### src/rtl/knob_value.sv
// knob_value
//   Tracks a front-panel parameter driven by a quadrature detent counter.
//   The free-running 8-bit counter is sampled every SAMPLE_DIV clocks. The
//   wrap-around difference becomes a signed delta. That delta is applied,
//   with acceleration, to a value saturated to [MIN, MAX]. Each delta is
//   also reported on a valid/ready event port, which merges deltas while
//   the host stalls.
//
// Ports
//   clk         in   clock, all logic on posedge
//   reset       in   synchronous, active-high reset
//   counter     in   [7:0]       detent count from the decoder (wraps mod 256)
//   load        in               one-cycle strobe, loads load_value
//   load_value  in   [WIDTH-1:0] value to load, clamped to [MIN, MAX]
//   value       out  [WIDTH-1:0] current parameter value
//   changed     out              one-cycle pulse whenever value changes
//   evt_valid   out              event pending
//   evt_ready   in               host accepts the event when high with evt_valid
//   evt_delta   out  [7:0]       signed accumulated delta of the pending event
//   evt_sat     out              pending delta was clipped while merging
module knob_value #(
  parameter int unsigned WIDTH       = 16,
  parameter int unsigned MIN         = 0,
  parameter int unsigned MAX         = 1000,
  parameter int unsigned STEP        = 1,
  parameter int unsigned FAST_STEP   = 10,
  parameter int unsigned FAST_THRESH = 3,
  parameter int unsigned SAMPLE_DIV  = 1000
) (
  input  logic             clk,
  input  logic             reset,
  input  logic [7:0]       counter,
  input  logic             load,
  input  logic [WIDTH-1:0] load_value,
  output logic [WIDTH-1:0] value,
  output logic             changed,
  output logic             evt_valid,
  input  logic             evt_ready,
  output logic [7:0]       evt_delta,
  output logic             evt_sat
);

  localparam int unsigned MAXSTEP = (FAST_STEP > STEP) ? FAST_STEP : STEP;
  // Candidate width: value + sign/guard + 8-bit delta + step magnitude.
  localparam int unsigned CW = WIDTH + 2 + 8 + $clog2(MAXSTEP + 1);
  localparam int unsigned PW = $clog2(SAMPLE_DIV);

  localparam logic [WIDTH-1:0]     MIN_W = WIDTH'(MIN);
  localparam logic [WIDTH-1:0]     MAX_W = WIDTH'(MAX);
  localparam logic signed [CW-1:0] MIN_S = CW'(MIN);
  localparam logic signed [CW-1:0] MAX_S = CW'(MAX);

  // Stage 1: prescaler and counter sampling
  logic [PW-1:0]      prescaler;
  logic               tick;
  logic [7:0]         last_count;
  logic               primed;
  logic [7:0]         raw_delta;

  // Stage 2: delta application
  logic               s2_valid;
  logic signed [7:0]  s2_delta;

  logic [7:0]         abs_delta;
  logic               fast;
  logic signed [CW-1:0] value_s;
  logic signed [CW-1:0] delta_s;
  logic signed [CW-1:0] step_s;
  logic signed [CW-1:0] cand;
  logic [WIDTH-1:0]   step_value;
  logic [WIDTH-1:0]   load_clamped;
  logic [WIDTH-1:0]   next_value;
  logic signed [8:0]  merged;

  assign tick = (prescaler == PW'(SAMPLE_DIV - 1));

  always_comb begin
    raw_delta = counter - last_count;
  end

  always_ff @(posedge clk) begin
    if (reset) begin
      prescaler  <= '0;
      last_count <= '0;
      primed     <= 1'b0;
      s2_valid   <= 1'b0;
      s2_delta   <= '0;
    end else begin
      s2_valid <= 1'b0;
      if (tick) begin
        prescaler  <= '0;
        last_count <= counter;
        primed     <= 1'b1;
        // The first sample after reset only establishes the reference count.
        if (primed && (raw_delta != 8'd0)) begin
          s2_valid <= 1'b1;
          s2_delta <= $signed(raw_delta);
        end
      end else begin
        prescaler <= prescaler + PW'(1);
      end
    end
  end

  always_comb begin
    abs_delta = s2_delta[7] ? 8'(-s2_delta) : 8'(s2_delta);
    fast      = (32'(abs_delta) >= FAST_THRESH);
    step_s    = fast ? CW'(FAST_STEP) : CW'(STEP);
    value_s   = CW'(value);
    delta_s   = CW'(s2_delta);
    cand      = value_s + delta_s * step_s;

    if (cand < MIN_S)      step_value = MIN_W;
    else if (cand > MAX_S) step_value = MAX_W;
    else                   step_value = cand[WIDTH-1:0];

    if (load_value < MIN_W)      load_clamped = MIN_W;
    else if (load_value > MAX_W) load_clamped = MAX_W;
    else                         load_clamped = load_value;

    // A load in the stage-2 cycle takes priority; that delta is only reported.
    if (load)          next_value = load_clamped;
    else if (s2_valid) next_value = step_value;
    else               next_value = value;

    merged = $signed({evt_delta[7], evt_delta}) + $signed({s2_delta[7], s2_delta});
  end

  always_ff @(posedge clk) begin
    if (reset) begin
      value   <= MIN_W;
      changed <= 1'b0;
    end else begin
      value   <= next_value;
      changed <= (next_value != value);
    end
  end

  always_ff @(posedge clk) begin
    if (reset) begin
      evt_valid <= 1'b0;
      evt_delta <= '0;
      evt_sat   <= 1'b0;
    end else if (s2_valid) begin
      if (!evt_valid || evt_ready) begin
        evt_valid <= 1'b1;
        evt_delta <= s2_delta;
        evt_sat   <= 1'b0;
      end else if (merged > 9'sd127) begin
        evt_delta <= 8'h7f;
        evt_sat   <= 1'b1;
      end else if (merged < -9'sd128) begin
        evt_delta <= 8'h80;
        evt_sat   <= 1'b1;
      end else begin
        evt_delta <= merged[7:0];
      end
    end else if (evt_valid && evt_ready) begin
      evt_valid <= 1'b0;
    end
  end

endmodule

### config.mk
export PLATFORM = sky130hd
export DESIGN_NAME = knob_value
export DESIGN_NICKNAME = d
export VERILOG_FILES = /design/src/rtl/knob_value.sv
export SDC_FILE = /design/constraint.sdc
export NUM_CORES = 1
export LEC_CHECK = 0
export CAP_MARGIN = 20
export CORE_ASPECT_RATIO = 0.7
export CORE_MARGIN = 3
export CORE_UTILIZATION = 44
export DETAILED_ROUTE_END_ITERATION = 12
export HOLD_SLACK_MARGIN = 0.12
export PLACE_DENSITY = 0.68
export SLEW_MARGIN = 10
export SYNTH_ARGS = -nofsm -noshare
export SYNTH_HDL_FRONTEND = slang
export SYNTH_SLANG_ARGS = --single-unit
### constraint.sdc
create_clock -name clk -period 6.62 [get_ports clk]
set_input_delay 1.986 -clock clk [delete_from_list [all_inputs] [get_ports clk]]
set_output_delay 1.986 -clock clk [all_outputs]
set_load 0.05 [all_outputs]
==> results by group, run 1 <==
Run status
  • Status: finished, final reports clean

STA
  • Setup TNS: 0 ps
  • Final Hold Viols: 0
  • Final Cycle Share: 87.9%
  • Minimum clock period: 5820 ps
  • Worst Tran Pin Value: 963 ps
  • Final setup vio count: 0
  • Slew Viols, Final: 0
  • Clk_skew: 4.22 ps
  • RSZ-0062 raised after global routing: no
  • Slew margin rel.: 35.2%
  • F_max: 172 MHz
  • Final WS setup: 799 ps

GRT
  • M3 GR Usage: 4.24%
  • Busiest grt layer: met2
  • Met2 Use GR: 31.6%
  • Antenna violations before repair: 0
  • Met1 GRT Util: 31.0%
  • First-pass GRT wire length: 22.2 mm
  • Vias in the first global route: 4433
  • Total Routing Usage GR: 21.1%
  • GRT overflow: 0
  • Largest net degree at the start of global routing: 45

Yosys
  • Net Count, Synth: 755
  • Post-synth ARST share: 0%
  • Top_reg_cell synth: dfxtp_1
  • Cells after Synth: 647
  • Mean Syn Cell Area: 7.94 sq um
  • Register area share after synthesis: 21.4%
  • Synth warn: 0
  • Main area contributors after synthesis: dfxtp_1, ha_1, inv_1
  • Cell area after synthesis: 5140 sq um
  • Leading area contributor after synthesis: dfxtp_1
  • Post-synth cell types: 69
  • Synth top area share: 21.4%
  • Post-synth EDFFs: 0
  • #FFs+latches synth: 55

Clock tree
  • Clock sink count: 55
  • H-Tree Depth: 2
  • Clk root buf: clkbuf_16
  • Resize count post-CTS: 0
  • CTS clk-pin slew, worst paths: 70 ps
  • TritonCTS clock tree: yes
  • Worst skew pair latency: 300 ps
  • TritonCTS Buffers: 5
  • # hold bufs at CTS: 0
  • # Post-CTS Setup Buffers: 0
  • Worst-case clock buffer depth: 2

Placement
  • Gpl congestion: 0.944
  • Pre-CTS setup slack: 892 ps
  • Dpl cells: 829
  • Hpwl dp: 10.5 mm
  • Port bufs: 54

Route
  • Initial DRC count: 401
  • DR vias: 4641
  • Detail Route Antenna Nets: 0
  • Residual DRC: 0
  • Post-Route WL: 13.3 mm
  • Vias per inst: 5.54
  • DR pass1 iterations: 5
  • WL per Instance: 15.9 um

Layout
  • Layout cells sized above 1: 4.09%
  • Non-Filler Instances: 837
  • Fillers: 1066
  • NumNets Final: 791
  • N_diodes: 0
  • P&R area growth vs syn: 15.4%
  • Final Core Density: 52.9%

Power
  • Flop pwr share: 47.3%
  • Net Switching: 196 uW
  • Cell Int Power: 532 uW
  • Combinational share of power: 14.3%
  • P per Cell Area: 123 nW/um^2
  • Switching Share: 26.9%
  • Power share of the clock group: 38.5%
  • IR drop worst, VDD: 0.106 mV
  • P_leak: 0.00255 uW

Setup path
  • CP Class: register to register
  • CP startpoint kind: register
  • WP data required: 6780 ps
  • Crit path arrival time: 5980 ps
  • Worst-path fanout max: 12
  • CP endpoint kind: register

Floorplanning
  • # rows: 32
  • IO Count: 55
  • Die Ht: 96.4 um
  • Initial Utilization: 45.8%
  • Die Area: 13000 sq um
  • Die width: 135 um
  • Core ar.: 11200 sq um

Run
  • Max_cap viols: 0

Min path
  • Min-delay worst type: register to register
critical path, stage by stage, from the launching register on:
cell and delay [ps]:
dfxtp_1 490, inv_1 120, ha_1 290, mux2i_1 70, o221ai_1 640, nor2_1 170, or2_2 340, ha_1 270
ha_1 220, fa_1 460, ha_1 360, nand2b_1 140, a21oi_1 110, a2111oi_4 450, nor2_1 100, mux2_2 240
nand4_1 150, nor3_2 540, a221o_1 250, and3_1 170, a41oi_2 100
layer usage:
metal	part of all wire [%]	wire length [um]	up-vias
met3	7.6	1020	14
met2	42	5600	178
met4	1.8	242	0
met1	48	6460	2135
li1	-	-	2314
met5	0	0	-
logic make-up after synthesis:
logic type	Yosys count	synth area share, %
multiplexers	12	2.41
AND/OR/NAND/NOR	204	19.8
adder cells (fa/ha/maj)	82	22.2
flip-flops	55	21.4
AO/OA/AOI/OAI	143	19.7
XOR/XNOR	33	5.77
buffers and inverters	118	8.70
through the flow:
step / area, sq um / total power [uW] / hold WS [ps]
detailed placement: 5780 / 454 / 449
global route: 5930 / 759 / 488
CTS: 5930 / 734 / 459
finish: 5930 / 728 / 457
global placement: 5780 / 453 / 433
floorplan: 5140 / 410 / 426
registers in the layout (all words and copies together) (netlist names):
name        count
value          16
prescaler      10
evt_delta       8
last_count      8
s2_delta        8
changed         1
evt_sat         1
evt_valid       1
primed          1
s2_valid        1
power by group through the flow:
| stage | logic [uW] | registers, uW | clock network [uW] |
|---|---|---|---|
| floorplan | 50.8 | 359 | 0 |
| global placement | 101 | 352 | 0 |
| detailed placement | 103 | 352 | 0 |
| CTS | 103 | 344 | 287 |
| global route | 113 | 345 | 301 |
| finish | 104 | 344 | 280 |
cell usage after synthesis, types with 6 or more instances:
cell type and number:
inv_1 90, nor2_1 67, ha_1 64, dfxtp_1 55
nand2_1 40, a21oi_1 36, clkbuf_1 23, o21ai_0 23
xnor2_1 18, and2_1 17, fa_1 16, xor2_1 14
nand3_1 11, nor2b_1 11, nor3_1 10, o21bai_1 10
a211oi_1 9, mux2i_1 9, nand4_1 9, nand2b_1 8
and3_1 7, o22ai_1 7, a2111oi_0 6, a31oi_1 6
nor4_1 6
layout make-up:
type	count	area [sq um]	area share [%]
clock inverters	1	8.76	0.148
repair buffers	56	556	9.37
clock buffers	7	143	2.41
multi-input cells	474	3590	60.5
flip-flops and latches	55	1100	18.6
inverters	91	342	5.76
well taps	153	191	3.23
path summary, 6_finish.rpt:
path / slack [ps] / depth (start not counted) / end / startpoint
worst min register to register: 460 / 2 / last_count[3]$_SDFFE_PP0P_ / last_count[3]$_SDFFE_PP0P_
worst max-delay path: 800 / 20 / changed$_SDFF_PP0_ / s2_delta[1]$_SDFFE_PP0P_
worst min-delay path: 460 / 2 / last_count[3]$_SDFFE_PP0P_ / last_count[3]$_SDFFE_PP0P_
worst max register to register: 800 / 20 / changed$_SDFF_PP0_ / s2_delta[1]$_SDFFE_PP0P_
cell usage in the layout, fill, tap and decap left out, drive strengths merged, types with 16 or more instances in the layout:
cell,Yosys,routed
fa,16,16
o21ai,25,25
a21oi,37,37
and2,17,17
nand2,40,40
inv,90,90
xnor2,19,19
ha,64,64
dfxtp,55,55
clkdlybuf4s50,0,54
nor2,68,68
(Power assumes the default switching activity.)
==> run 2, diff against run 1 <==
--- a/config.mk
+++ b/config.mk
@@ -9,6 +9,7 @@
 export CORE_ASPECT_RATIO = 0.7
 export CORE_MARGIN = 3
 export CORE_UTILIZATION = 44
+export CTS_CLUSTER_SIZE = 30
 export DETAILED_ROUTE_END_ITERATION = 12
 export HOLD_SLACK_MARGIN = 0.12
 export PLACE_DENSITY = 0.68
==> results of run 2 <==
The final DEF is identical to that of run 1; final timing and power are the same.
